--- src/rtl/ext_pkg.sv ---
// ext_pkg: extension mode encodings shared by the extender pipeline.
package ext_pkg;
  typedef logic [1:0] ext_mode_t;
  localparam ext_mode_t EXT_ZERO  = 2'b00;
  localparam ext_mode_t EXT_SIGN  = 2'b01;
  localparam ext_mode_t EXT_UPPER = 2'b10;
  localparam ext_mode_t EXT_SHAMT = 2'b11;
endpackage

--- src/rtl/ext_core.sv ---
// ext_core: combinational zero/sign/upper/shift-amount extender.
module ext_core import ext_pkg::*; #(
  parameter int IN_W    = 16,
  parameter int OUT_W   = 32,
  parameter int SHAMT_W = 5
) (
  input  logic [IN_W-1:0]  x,
  input  ext_mode_t        mode,
  output logic [OUT_W-1:0] y
);
  localparam int E = OUT_W - IN_W;
  always_comb
    y = mode == EXT_ZERO  ? {{E{1'b0}}, x} :
        mode == EXT_SIGN  ? {{E{x[IN_W-1]}}, x} :
        mode == EXT_UPPER ? {x, {E{1'b0}}} :
                            {{(OUT_W-SHAMT_W){1'b0}}, x[SHAMT_W-1:0]};
endmodule

--- src/rtl/ext_pipe.sv ---
// ext_pipe: extender behind a valid/ready output register with a one-entry skid buffer.
module ext_pipe import ext_pkg::*; #(
  parameter int IN_W    = 16,
  parameter int OUT_W   = 32,
  parameter int SHAMT_W = 5,
  parameter int TAG_W   = 5
) (
  input  logic             clk,
  input  logic             rst_n,
  input  logic             in_valid,
  output logic             in_ready,
  input  logic [IN_W-1:0]  in_x,
  input  ext_mode_t        in_mode,
  input  logic [TAG_W-1:0] in_tag,
  output logic             out_valid,
  input  logic             out_ready,
  output logic [OUT_W-1:0] out_y,
  output logic [TAG_W-1:0] out_tag
);
  logic [OUT_W-1:0] y, skid_y;
  logic [TAG_W-1:0] skid_tag;
  logic skid_valid, acc, free, skid_valid_n;
  if (IN_W >= OUT_W) begin : g_chk_w
    $error("ext_pipe: IN_W must be smaller than OUT_W");
  end
  if (SHAMT_W > IN_W) begin : g_chk_s
    $error("ext_pipe: SHAMT_W must not exceed IN_W");
  end
  ext_core #(.IN_W(IN_W), .OUT_W(OUT_W), .SHAMT_W(SHAMT_W)) u_core (
    .x(in_x),
    .mode(in_mode),
    .y(y)
  );
  // main is free when empty or draining; skid only ever fills behind a stalled main
  always_comb begin
    acc = in_valid && in_ready;
    free = !out_valid || out_ready;
    skid_valid_n = !free && (skid_valid || acc);
  end
  always_ff @(posedge clk)
    if (!rst_n) begin
      in_ready <= 1'b0;
      out_valid <= 1'b0;
      out_y <= '0;
      out_tag <= '0;
      skid_valid <= 1'b0;
      skid_y <= '0;
      skid_tag <= '0;
    end else begin
      in_ready <= !skid_valid_n;
      skid_valid <= skid_valid_n;
      if (free) begin
        out_valid <= skid_valid || acc;
        out_y <= skid_valid ? skid_y : acc ? y : out_y;
        out_tag <= skid_valid ? skid_tag : acc ? in_tag : out_tag;
      end else if (acc) begin
        skid_y <= y;
        skid_tag <= in_tag;
      end
    end
endmodule

--- config.mk ---
export PLATFORM = sky130hd
export DESIGN_NAME = ext_pipe
export DESIGN_NICKNAME = d
export VERILOG_FILES = /design/src/rtl/ext_pkg.sv /design/src/rtl/ext_core.sv /design/src/rtl/ext_pipe.sv
export SDC_FILE = /design/constraint.sdc
export NUM_CORES = 1
export LEC_CHECK = 0
export CORE_ASPECT_RATIO = 2
export CORE_MARGIN = 8
export CORE_UTILIZATION = 35
export CTS_CLUSTER_DIAMETER = 40
export CTS_CLUSTER_SIZE = 8
export DETAILED_ROUTE_END_ITERATION = 16
export GPL_ROUTABILITY_DRIVEN = 0
export GPL_TIMING_DRIVEN = 0
export SYNTH_ARGS = -nofsm -noshare
export SYNTH_HDL_FRONTEND = slang
export SYNTH_SLANG_ARGS = --single-unit
--- constraint.sdc ---
create_clock -name clk -period 1.16 [get_ports clk]
set_input_delay 0.174 -clock clk [delete_from_list [all_inputs] [get_ports clk]]
set_output_delay 0.174 -clock clk [all_outputs]
set_load 0.02 [all_outputs]
; Yosys cells after proc, flatten, opt, wreduce, memory -nomap -nowiden
; Index checks and enable logic that the tools add are counted.
; W data, S select, Z words.
[classes]
eq_ne = 2
mux = 7
bitwise_logic = 1
n_reduce_logical = 11
[op_table]
columns = operator, count
row1 = $mux W32, 5
row2 = $mux W5, 2
row3 = $reduce_and A2 Y1, 2
row4 = $logic_not A1 Y1, 3
row5 = $eq A2 B1 Y1 const B, 1
row6 = $eq A2 B2 Y1 const B, 1
row7 = $logic_and A1 B1 Y1, 2
row8 = $logic_not A2 Y1, 1
row9 = $logic_or A1 B1 Y1, 2
row10 = $reduce_bool A2 Y1, 1
row11 = $not A1 Y1, 1
[totals]
reg_bits = 77
in_bits = 27
output_inout_bits = 39
wordCells = 28

; Logic depth before layout (Yosys ltp)
; Gate-level depths: netlist of run 1.
[logic_depth]
ltp_word = 6
ltp_mapped = 6
depth_no_buf = 3

; By module
; From an unflattened synthesis of run 1, not the netlist that was laid out.
[unflattened]
hier_cells = 380
hier_area_um2 = 3578.4
[by_module_without_submodules]
columns = mod, n_inst, cells_each, area_per_inst_um2, seq_area_each_um2
row1 = ext_pipe, 1, 340, 3283.1, 1541.5
row2 = ext_core, 1, 40, 295.3, 0.0

; Worst setup path before layout of run 1
; No wires, ideal clock.
[synth_path]
path_kind = register to register
from = register in_ready
to = register skid_y[23]
setup_ns = 0.132
t_arrival_ns = 1.230
required_time_ns = 1.028
setup_slack_ns = -0.202
path_stages_with_launch = 5
path_buffers = 1
cell_sequence = dfxtp_1 > nand4b_2 > clkbuf_1 > a211oi_1 > nor3_1
[synth_via]
elab_chain_len = 2
[synth_rtl]
columns = element, line_no
row1 = "start, declared", ext_pipe.sv:11  ; output logic in_ready,
row2 = "start signal, assigned", ext_pipe.sv:50  ; in_ready <= !skid_valid_n;
row3 = $logic_and A1 B1 Y1, ext_pipe.sv:36  ; acc = in_valid && in_ready;
row4 = $reduce_and A2 Y1 (no line), n/a
row5 = "end signal, assigned", ext_pipe.sv:57  ; skid_y <= y;
row6 = "end, declared", ext_pipe.sv:20  ; logic [OUT_W-1:0] y, skid_y;
; No other way between the ends.
; A chain may end at the register's enable or synchronous reset.

; Worst setup path in the final report of run 1
[layout_path]
from = register in_ready
to = register skid_y[25]
; The elaborated chain is that of the path after synthesis.

==> results of run 1 <==
## per-layer routing
layer  up-vias  part of all wire (%)
met1      1697                    38
met3        23                   3.8
met5         -                     0
met4         0                   3.0
li1       1645                     -
met2        97                    55
## metrics by stage
stage | instances | instance area (sq um) | setup WS, ns | TNS [ns] | utilization, %
floorplan | 394 | 3545 | -0.03561 | -0.5772 | -
global placement | 590 | 4350 | -0.5564 | -37.07 | 45.15
detailed placement | 590 | 4350 | -0.5709 | -37.67 | 45.15
CTS | 620 | 5145 | -0.05831 | -2.042 | 53.40
global route | 623 | 5409 | -0.1230 | -5.195 | 56.14
finish | 623 | 5409 | -0.07025 | -1.918 | 56.14
## state kept, by name, indices dropped and copies added, names as in the netlist
signal / cells
in_ready: 1
out_tag: 5
out_valid: 1
out_y: 32
skid_tag: 5
skid_valid: 1
skid_y: 32
## worst max-delay path: cells and delay by family, from the launching register on
kind	cells	cell delay (ns)
flip-flops	1	0.38
buffers and inverters	2	0.29
AO/OA/AOI/OAI	1	0.19
AND/OR/NAND/NOR	2	0.23
## how the worst max path moves through the flow
stage	from	slack [ns]	cells past startpoint	endpoint
floorplan	skid_valid	-0.04	6	out_tag[0]
global placement	in_valid	-0.56	6	skid_y[3]
detailed placement	in_valid	-0.57	6	skid_y[3]
CTS	in_ready	-0.06	1	in_ready
global route	in_ready	-0.12	5	skid_y[25]
finish	in_ready	-0.07	5	skid_y[25]
## power by group
group / total (uW) / internal, uW / leakage [uW] / switching (uW)
logic: 1160 / 528 / 0.00110 / 637
clock network: 2720 / 1620 / 0.000147 / 1090
registers: 2820 / 2740 / 0.000628 / 82.2
total: 6700 / 4890 / 0.00188 / 1810
## area by class of cell
type                            count  share of cell area (%)
Buffer                             44                   7.263
Clock inverter                      4                  0.3701
Tap cell                          132                   3.053
Sequential cell                    77                   28.66
Clock buffer                       12                   4.950
Timing Repair Buffer               83                   14.32
Multi-Input combinational cell    269                   41.24
Inverter                            2                  0.1388
## cells in the final DEF (no fill, tap or decap), types with 2 or more instances in the layout
cell type        netlist  final
nand2_1               48     46
buf_6                  3     15
clkdlybuf4s50_1        0     21
clkdlybuf4s15_1        0      3
nor3b_1               11     10
buf_8                  0      6
buf_12                 0      5
clkbuf_16              0     13
clkbuf_2               1     19
o2111ai_2              0      6
a21oi_2                0     13
clkinv_2               0      4
o2111ai_4              0      3
clkbuf_4               0      2
nor2_1                17     17
o2111ai_1             15      6
a311oi_2               0      5
dfxtp_4                0      2
nand2_4                0      2
a211oi_2              15     39
nand3b_1              11     11
and2_4                 0      2
buf_2                 18     26
clkdlybuf4s15_2        0      5
a211oi_1              31      6
nand3_1               12     12
mux2i_1                5      5
dfxtp_1               77     74
buf_4                  5     11
a21oi_1               57     26
dlygate4sd2_1          0      5
o22ai_1               15     14
nor3_1                16     15
a21oi_4                0     18
buf_16                 0      2
clkbuf_1              20      5
## cells by family after synthesis
logic type | count (synthesis)
flops | 77
compound gates | 140
mux | 5
simple gates | 122
buf+inv | 49
xor+xnor | 1
## what timing repair did
item | CTS | global route
pin swaps | 20 | 53
gates resized for setup | 204 | 96
gates cloned | 4 | 4
buffers inserted | 13 | 0
setup endpoints to repair | 115 | 95
==> summary.json, run 1 <==
{
  "place": {
    "dpl.hpwl_um": 8211,
    "port_buffers": 64
  },
  "setup_path": {
    "endpoint_kind": "flip-flop",
    "cp_slowest_stage_delay_ns": 0.38,
    "critical_path.max_fanout": 6,
    "worst_r2r_path_depth": 5,
    "crit_slowest_cell": "dfxtp_4",
    "worst_setup_path_start_kind": "flip-flop",
    "cp_data_arrival_time_ns": 1.43,
    "r2r_setup_slack_ns": -0.07,
    "crit_path_cell_trace": "buf_6, nand4b_4, buf_8, a211oi_2, nor3_1",
    "required_ns": 1.36,
    "critical_path.reg2reg.startpoint": "in_ready",
    "r2r-end": "skid_y[25]",
    "worstSetupPathType": "flip-flop to flip-flop"
  },
  "cells_and_area": {
    "drive_above_1_share_pct": 42.57,
    "sequential_cell_area_sq_um": 1550,
    "nNetsFinal": 513,
    "flow.area_growth_from_synthesis_pct": 56.86,
    "multiInputGateArea_sq_um": 2231,
    "layout.filler_cells": 864,
    "num_antenna_cells": 0
  },
  "timing": {
    "layout_worst_path_cycle_share_pct": 106.1,
    "grt_setup_unrepaired": "true",
    "tightest_slew_ns": 0.4903,
    "hold_viol_final": 0,
    "worst_hold_slack_ns": 0.3117,
    "fin_worst_skew_ns": 0.005602,
    "slew-limit-headroom_pct": 67.32,
    "max_clock_freq_mhz": 812.8,
    "maxSlewViolCount": 0,
    "finalSetupViolCount": 67,
    "period_minus_slack_ns": 1.230,
    "final_critical_path_setup_slack_ns": -0.07025
  },
  "logic_synthesis": {
    "synth_top_area_share_pct": 44.70,
    "async_flop_share_pct": 0,
    "synth_simple_gate_area_share_pct": 17.63,
    "synth_unique_cells": 29,
    "fraction_of_the_mapped_netlist_area_in_adder_cells_pct": 0,
    "synth_edf_count": 0,
    "synth-compound-area-share_pct": 28.74,
    "synth.cell_area_sq_um": 3448,
    "yosysTopAreaCell": "dfxtp_1",
    "synth_top_cells_by_count": "dfxtp_1 (77), a21oi_1 (57), nand2_1 (48)",
    "combinational_family_with_the_most_area_after_synthesis": "compound AO/OA/AOI/OAI gates",
    "share_of_the_synthesized_netlist_area_taken_by_xor_and_xnor_gates_pct": 0.2540,
    "yosys_synthesis_warning_count": 0,
    "most_area_consuming_cells_after_synthesis": "dfxtp_1 (45%), a21oi_1 (8.3%), a211oi_1 (6.7%)",
    "post-synth-top-count-cell": "dfxtp_1",
    "synth-seq-cells": 77,
    "nets_in_the_synthesized_netlist": 421,
    "synthesis.instances": 394,
    "synth.mux.area_fraction_pct": 1.451,
    "synth_seq_area_share_pct": 44.70,
    "postSynth.topFlopCell": "dfxtp_1",
    "syn_area_per_cell_sq_um": 8.752
  },
  "clock_network": {
    "cts_made_buffers": 9,
    "cts_sinks": 77,
    "htree_num_levels": 3,
    "clk_transition_reported_paths_ns": 0.06,
    "clock_tree.root_cell": "clkbuf_16",
    "cts-hold-fix-buffers": 0,
    "cts_tree": "done",
    "ctsLongestPathBuffers": 2,
    "clk-insertion-delay-late_ns": 0.34
  },
  "routing": {
    "vias": 3462,
    "average_detailed_routed_wire_length_per_instance_um": 19.27,
    "wl_um": 12000,
    "drt-vias-per-instance": 5.557,
    "detail-route-antenna-nets": 0,
    "detail_route.first_pass.iterations": 4,
    "drt_drc_violations_left": 0,
    "drt_iter0_drcs": 162
  },
  "floorplanning": {
    "boundaryPins": 66,
    "die_area_sq_um": 13480,
    "die_width_um": 86.19,
    "core_region_area_sq_um": 9635,
    "initial_core_util_pct": 35.79,
    "die_height_um": 156.4,
    "placement_rows": 51
  },
  "min_path": {
    "worst_hold_path.endpoint": "skid_y[31]",
    "hold_path.class": "primary input to flip-flop",
    "holdCritStartpoint": "in_mode[1]",
    "timing.hold.worst_path_depth": 4
  },
  "global_routing": {
    "grt_util_all_layers_pct": 17.70,
    "pin_count_of_the_biggest_net_entering_global_routing": 13,
    "met2_usage_pct": 32.04,
    "grt_use_met3_pct": 4.044,
    "grt_antenna_before_repair": 0,
    "grt_pass1_vias": 3627,
    "global_route_wire_length_before_repair_um": 18740,
    "grt_use_met1_pct": 18.23,
    "grt.busiest_layer": "met2",
    "overflow": 0
  },
  "power": {
    "worst_ir_drop_vdd_mv": 0.9781,
    "p_per_area_nw_per_um2": 1239,
    "static-leakage-power_uw": 0.001875,
    "power.total_uw": 6699
  },
  "run": {
    "maxCapViolations": 0
  },
  "status": {
    "violations_in_the_final_reports": "negative setup slack",
    "status": "finished, violations left"
  }
}
(Power assumes the default switching activity.)
==> run 2, diff against run 1 <==
--- a/config.mk
+++ b/config.mk
@@ -6,7 +6,7 @@
 export NUM_CORES = 1
 export LEC_CHECK = 0
 export CORE_ASPECT_RATIO = 2
-export CORE_MARGIN = 8
+export CORE_MARGIN = 2
 export CORE_UTILIZATION = 35
 export CTS_CLUSTER_DIAMETER = 40
 export CTS_CLUSTER_SIZE = 8
==> run 2 against run 1 <==
Compared with the run above:
- routed wire length is 0.42% lower
- critical path type unchanged
- total power is 6.0% higher
- the run still ends with negative setup slack left
- critical path depth is 1 higher
- largest cell class unchanged
==> summary.json, run 2 (synthesis gave the netlist of run 1 again) <==
{
  "status": {
    "status": "finished, violations left",
    "violations_in_the_final_reports": "negative setup slack"
  },
  "cells_and_area": {
    "most_common_library_cell_in_the_layout_ignoring_fill_and_taps": "dfxtp_1",
    "layout.filler_cells": {"value": 846, "change": "-2.1%"},
    "largest_registers": "out_y (32), skid_y (32)",
    "multiInputGateArea": {"value": 2191, "unit": "sq um", "change": "-1.8%"},
    "nNetsFinal": {"value": 513, "change": "unchanged"},
    "num_antenna_cells": {"value": 0, "change": "unchanged"},
    "flow.area_growth_from_synthesis_pct": 56.35,
    "layout_common_cells": "dfxtp_1 (74), nand2_1 (41), a211oi_2 (37)",
    "drive_above_1_share": {"value": 45.21, "unit": "%", "change": "+2.6 points"},
    "sequential_cell_area": {"value": 1553, "unit": "sq um", "change": "+0.16%"}
  },
  "power": {
    "power.total": {"value": 7104, "unit": "uW", "change": "+6.0%"},
    "pwr-share-seq": {"value": 39.5, "unit": "%", "change": "-2.6 points"},
    "p_per_area": {"value": 1318, "unit": "nW/um^2", "change": "+6.4%"},
    "static-leakage-power": {"value": 0.001896, "unit": "uW", "change": "+1.1%"},
    "power.share.switching": {"value": 25.66, "unit": "%", "change": "-1.4 points"},
    "p_clk_share": {"value": 44.9, "unit": "%", "change": "+4.4 points"},
    "power.combinational.fraction": {"value": 15.6, "unit": "%", "change": "-1.8 points"},
    "worst_ir_drop_vdd": {"value": 0.7880, "unit": "mV", "change": "-19%"},
    "switching_power": {"value": 1823, "unit": "uW", "change": "+0.59%"},
    "p_int": {"value": 5281, "unit": "uW", "change": "+8.1%"}
  },
  "clock_network": {
    "cts_made_buffers": {"value": 9, "change": "unchanged"},
    "clk-insertion-delay-late": {"value": 0.34, "unit": "ns", "change": "about the same"},
    "htree_num_levels": {"value": 3, "change": "unchanged"},
    "cts-hold-fix-buffers": {"value": 0, "change": "unchanged"},
    "clock_tree.root_cell": "clkbuf_16",
    "cts_sinks": {"value": 77, "change": "unchanged"},
    "cts_tree": "done",
    "ctsLongestPathBuffers": {"value": 2, "change": "unchanged"},
    "clk_transition_reported_paths": {"value": 0.06, "unit": "ns", "change": "about the same"}
  },
  "place": {
    "port_buffers": {"value": 64, "change": "unchanged"},
    "dpl.hpwl": {"value": 7855, "unit": "um", "change": "-4.3%"},
    "placement.setup.worst_slack": {"value": -0.5603, "unit": "ns", "change": "+0.01053 ns"}
  },
  "floorplanning": {
    "die_height": {"value": 144.4, "unit": "um", "change": "-7.7%"},
    "die_width": {"value": 74.19, "unit": "um", "change": "-14%"},
    "placement_rows": {"value": 51, "change": "unchanged"},
    "core_region_area": {"value": 9635, "unit": "sq um", "change": "unchanged"},
    "die_area": {"value": 10710, "unit": "sq um", "change": "-21%"},
    "initial_core_util": {"value": 35.79, "unit": "%", "change": "unchanged"},
    "boundaryPins": {"value": 66, "change": "unchanged"}
  },
  "global_routing": {
    "grt_util_all_layers": {"value": 23.12, "unit": "%", "change": "+5.4 points"},
    "grt_pass1_vias": {"value": 3627, "change": "unchanged"},
    "pin_count_of_the_biggest_net_entering_global_routing": {"value": 14, "change": "+1"},
    "overflow": {"value": 0, "change": "unchanged"},
    "global_route_wire_length_before_repair": {"value": 18560, "unit": "um", "change": "-0.96%"},
    "grt_antenna_before_repair": {"value": 0, "change": "unchanged"}
  },
  "timing": {
    "maxSlewViolCount": {"value": 0, "change": "unchanged"},
    "finalSetupViolCount": {"value": 70, "change": "+4.5%"},
    "layout_worst_path_cycle_share": {"value": 111.8, "unit": "%", "change": "+5.7 points"},
    "grt_setup_unrepaired": "true",
    "slew-limit-headroom": {"value": 69.38, "unit": "%", "change": "+2.1 points"},
    "hold_viol_final": {"value": 0, "change": "unchanged"},
    "max_clock_freq": {"value": 771.1, "unit": "MHz", "change": "-5.1%"},
    "final_critical_path_setup_slack": {"value": -0.1369, "unit": "ns", "change": "-0.06662 ns"},
    "fin_worst_skew": {"value": 0.007298, "unit": "ns", "change": "+0.001695 ns"},
    "period_minus_slack": {"value": 1.297, "unit": "ns", "change": "+0.06662 ns"},
    "tightest_slew": {"value": 0.4593, "unit": "ns", "change": "-0.03097 ns"}
  },
  "setup_path": {
    "critical_path.max_fanout": {"value": 5, "change": "-1"},
    "endpoint_kind": "flip-flop",
    "worst_setup_path_start_kind": "flip-flop",
    "worstSetupPathType": "flip-flop to flip-flop",
    "required": {"value": 1.38, "unit": "ns", "change": "+0.02 ns"},
    "cp_data_arrival_time": {"value": 1.51, "unit": "ns", "change": "+0.08 ns"}
  },
  "routing": {
    "detail_route.first_pass.iterations": {"value": 4, "change": "unchanged"},
    "wl": {"value": 11950, "unit": "um", "change": "-0.42%"},
    "drt_drc_violations_left": {"value": 0, "change": "unchanged"},
    "drt-vias-per-instance": {"value": 5.555, "change": "about the same"},
    "detail-route-antenna-nets": {"value": 0, "change": "unchanged"},
    "average_detailed_routed_wire_length_per_instance": {"value": 19.19, "unit": "um", "change": "-0.42%"},
    "vias": {"value": 3461, "change": "-0.029%"},
    "drt_iter0_drcs": {"value": 220, "change": "+36%"}
  },
  "min_path": {
    "hold_path.class": "primary input to flip-flop"
  },
  "run": {
    "maxCapViolations": {"value": 0, "change": "unchanged"}
  }
}
==> run 2: routing by layer <==
metal	vias up	GRT usage, %	share of wire [%]
met5	-	0	0
met4	0	13.97	4.5
met3	27	3.763	3.1
met2	108	40.55	54
met1	1692	25.13	39
li1	1634	-	-
==> run 2: final timing paths <==
kind | cells past startpoint | from | end | slack (ns)
worst max-delay path | 6 | in_ready | out_y[14] | -0.14
worst min-delay path | 4 | in_mode[1] | skid_y[31] | 0.29
worst max register to register | 6 | in_ready | out_y[14] | -0.14
worst min register to register | 2 | skid_y[12] | skid_y[12] | 0.46
==> run 2: repair_timing <==
action                                  4_1_cts  5_1_grt
endpoints found under the setup margin      114       98
setup buffers                                16        2
cloned                                        4        2
resized for setup                           214       88
pin swaps                                    40       27
==> run 2: worst max-delay path, cell delays in order (launching register included) <==
cell       delay [ns]
dfxtp_4          0.36
a21o_1           0.19
buf_6            0.14
buf_12           0.13
clkbuf_16        0.16
a21oi_2          0.14
a211oi_2         0.06
==> run 2: per-stage QoR <==
step,setup TNS [ns],hold WS (ns),cell area (sq um),cells,util [%]
after CTS,-4.081,0.2847,5359,623,55.62
after global routing,-7.740,0.3093,5391,623,55.95
after global placement,-37.51,0.4413,4350,590,45.15
after floorplan,-0.5772,0.3100,3545,394,-
after detailed placement,-37.64,0.4469,4350,590,45.15
final,-4.341,0.2949,5391,623,55.95
==> run 2: layout make-up <==
cell class | count | area share [%]
plain buffers | 44 | 7.032
clock buffers | 11 | 4.897
clock inverters | 5 | 1.485
inverters | 2 | 0.1392
multi-input cells | 268 | 40.64
flip-flops and latches | 77 | 28.80
well taps | 132 | 3.063
repair buffers | 84 | 13.95
==> run 2: power by group through the flow <==
stage          logic (uW)  registers [uW]  clock network (uW)
2_1_floorplan         439            2940                   0
5_1_grt              1180            2810                3320
4_1_cts              1080            2800                3220
3_3_place_gp          923            2850                   0
6_report             1110            2810                3190
3_5_place_dp          931            2850                   0
==> run 3, diff against run 2 <==
--- a/config.mk
+++ b/config.mk
@@ -8,11 +8,13 @@
 export CORE_ASPECT_RATIO = 2
 export CORE_MARGIN = 2
 export CORE_UTILIZATION = 35
+export CTS_BUF_LIST = sky130_fd_sc_hd__clkbuf_4 sky130_fd_sc_hd__clkbuf_8 sky130_fd_sc_hd__clkbuf_16
 export CTS_CLUSTER_DIAMETER = 40
 export CTS_CLUSTER_SIZE = 8
 export DETAILED_ROUTE_END_ITERATION = 16
 export GPL_ROUTABILITY_DRIVEN = 0
 export GPL_TIMING_DRIVEN = 0
+export HOLD_SLACK_MARGIN = 0.12
 export SYNTH_ARGS = -nofsm -noshare
 export SYNTH_HDL_FRONTEND = slang
 export SYNTH_SLANG_ARGS = --single-unit
==> results of run 3 <==
No change in the layout: final DEF, timing and power equal those of run 2.
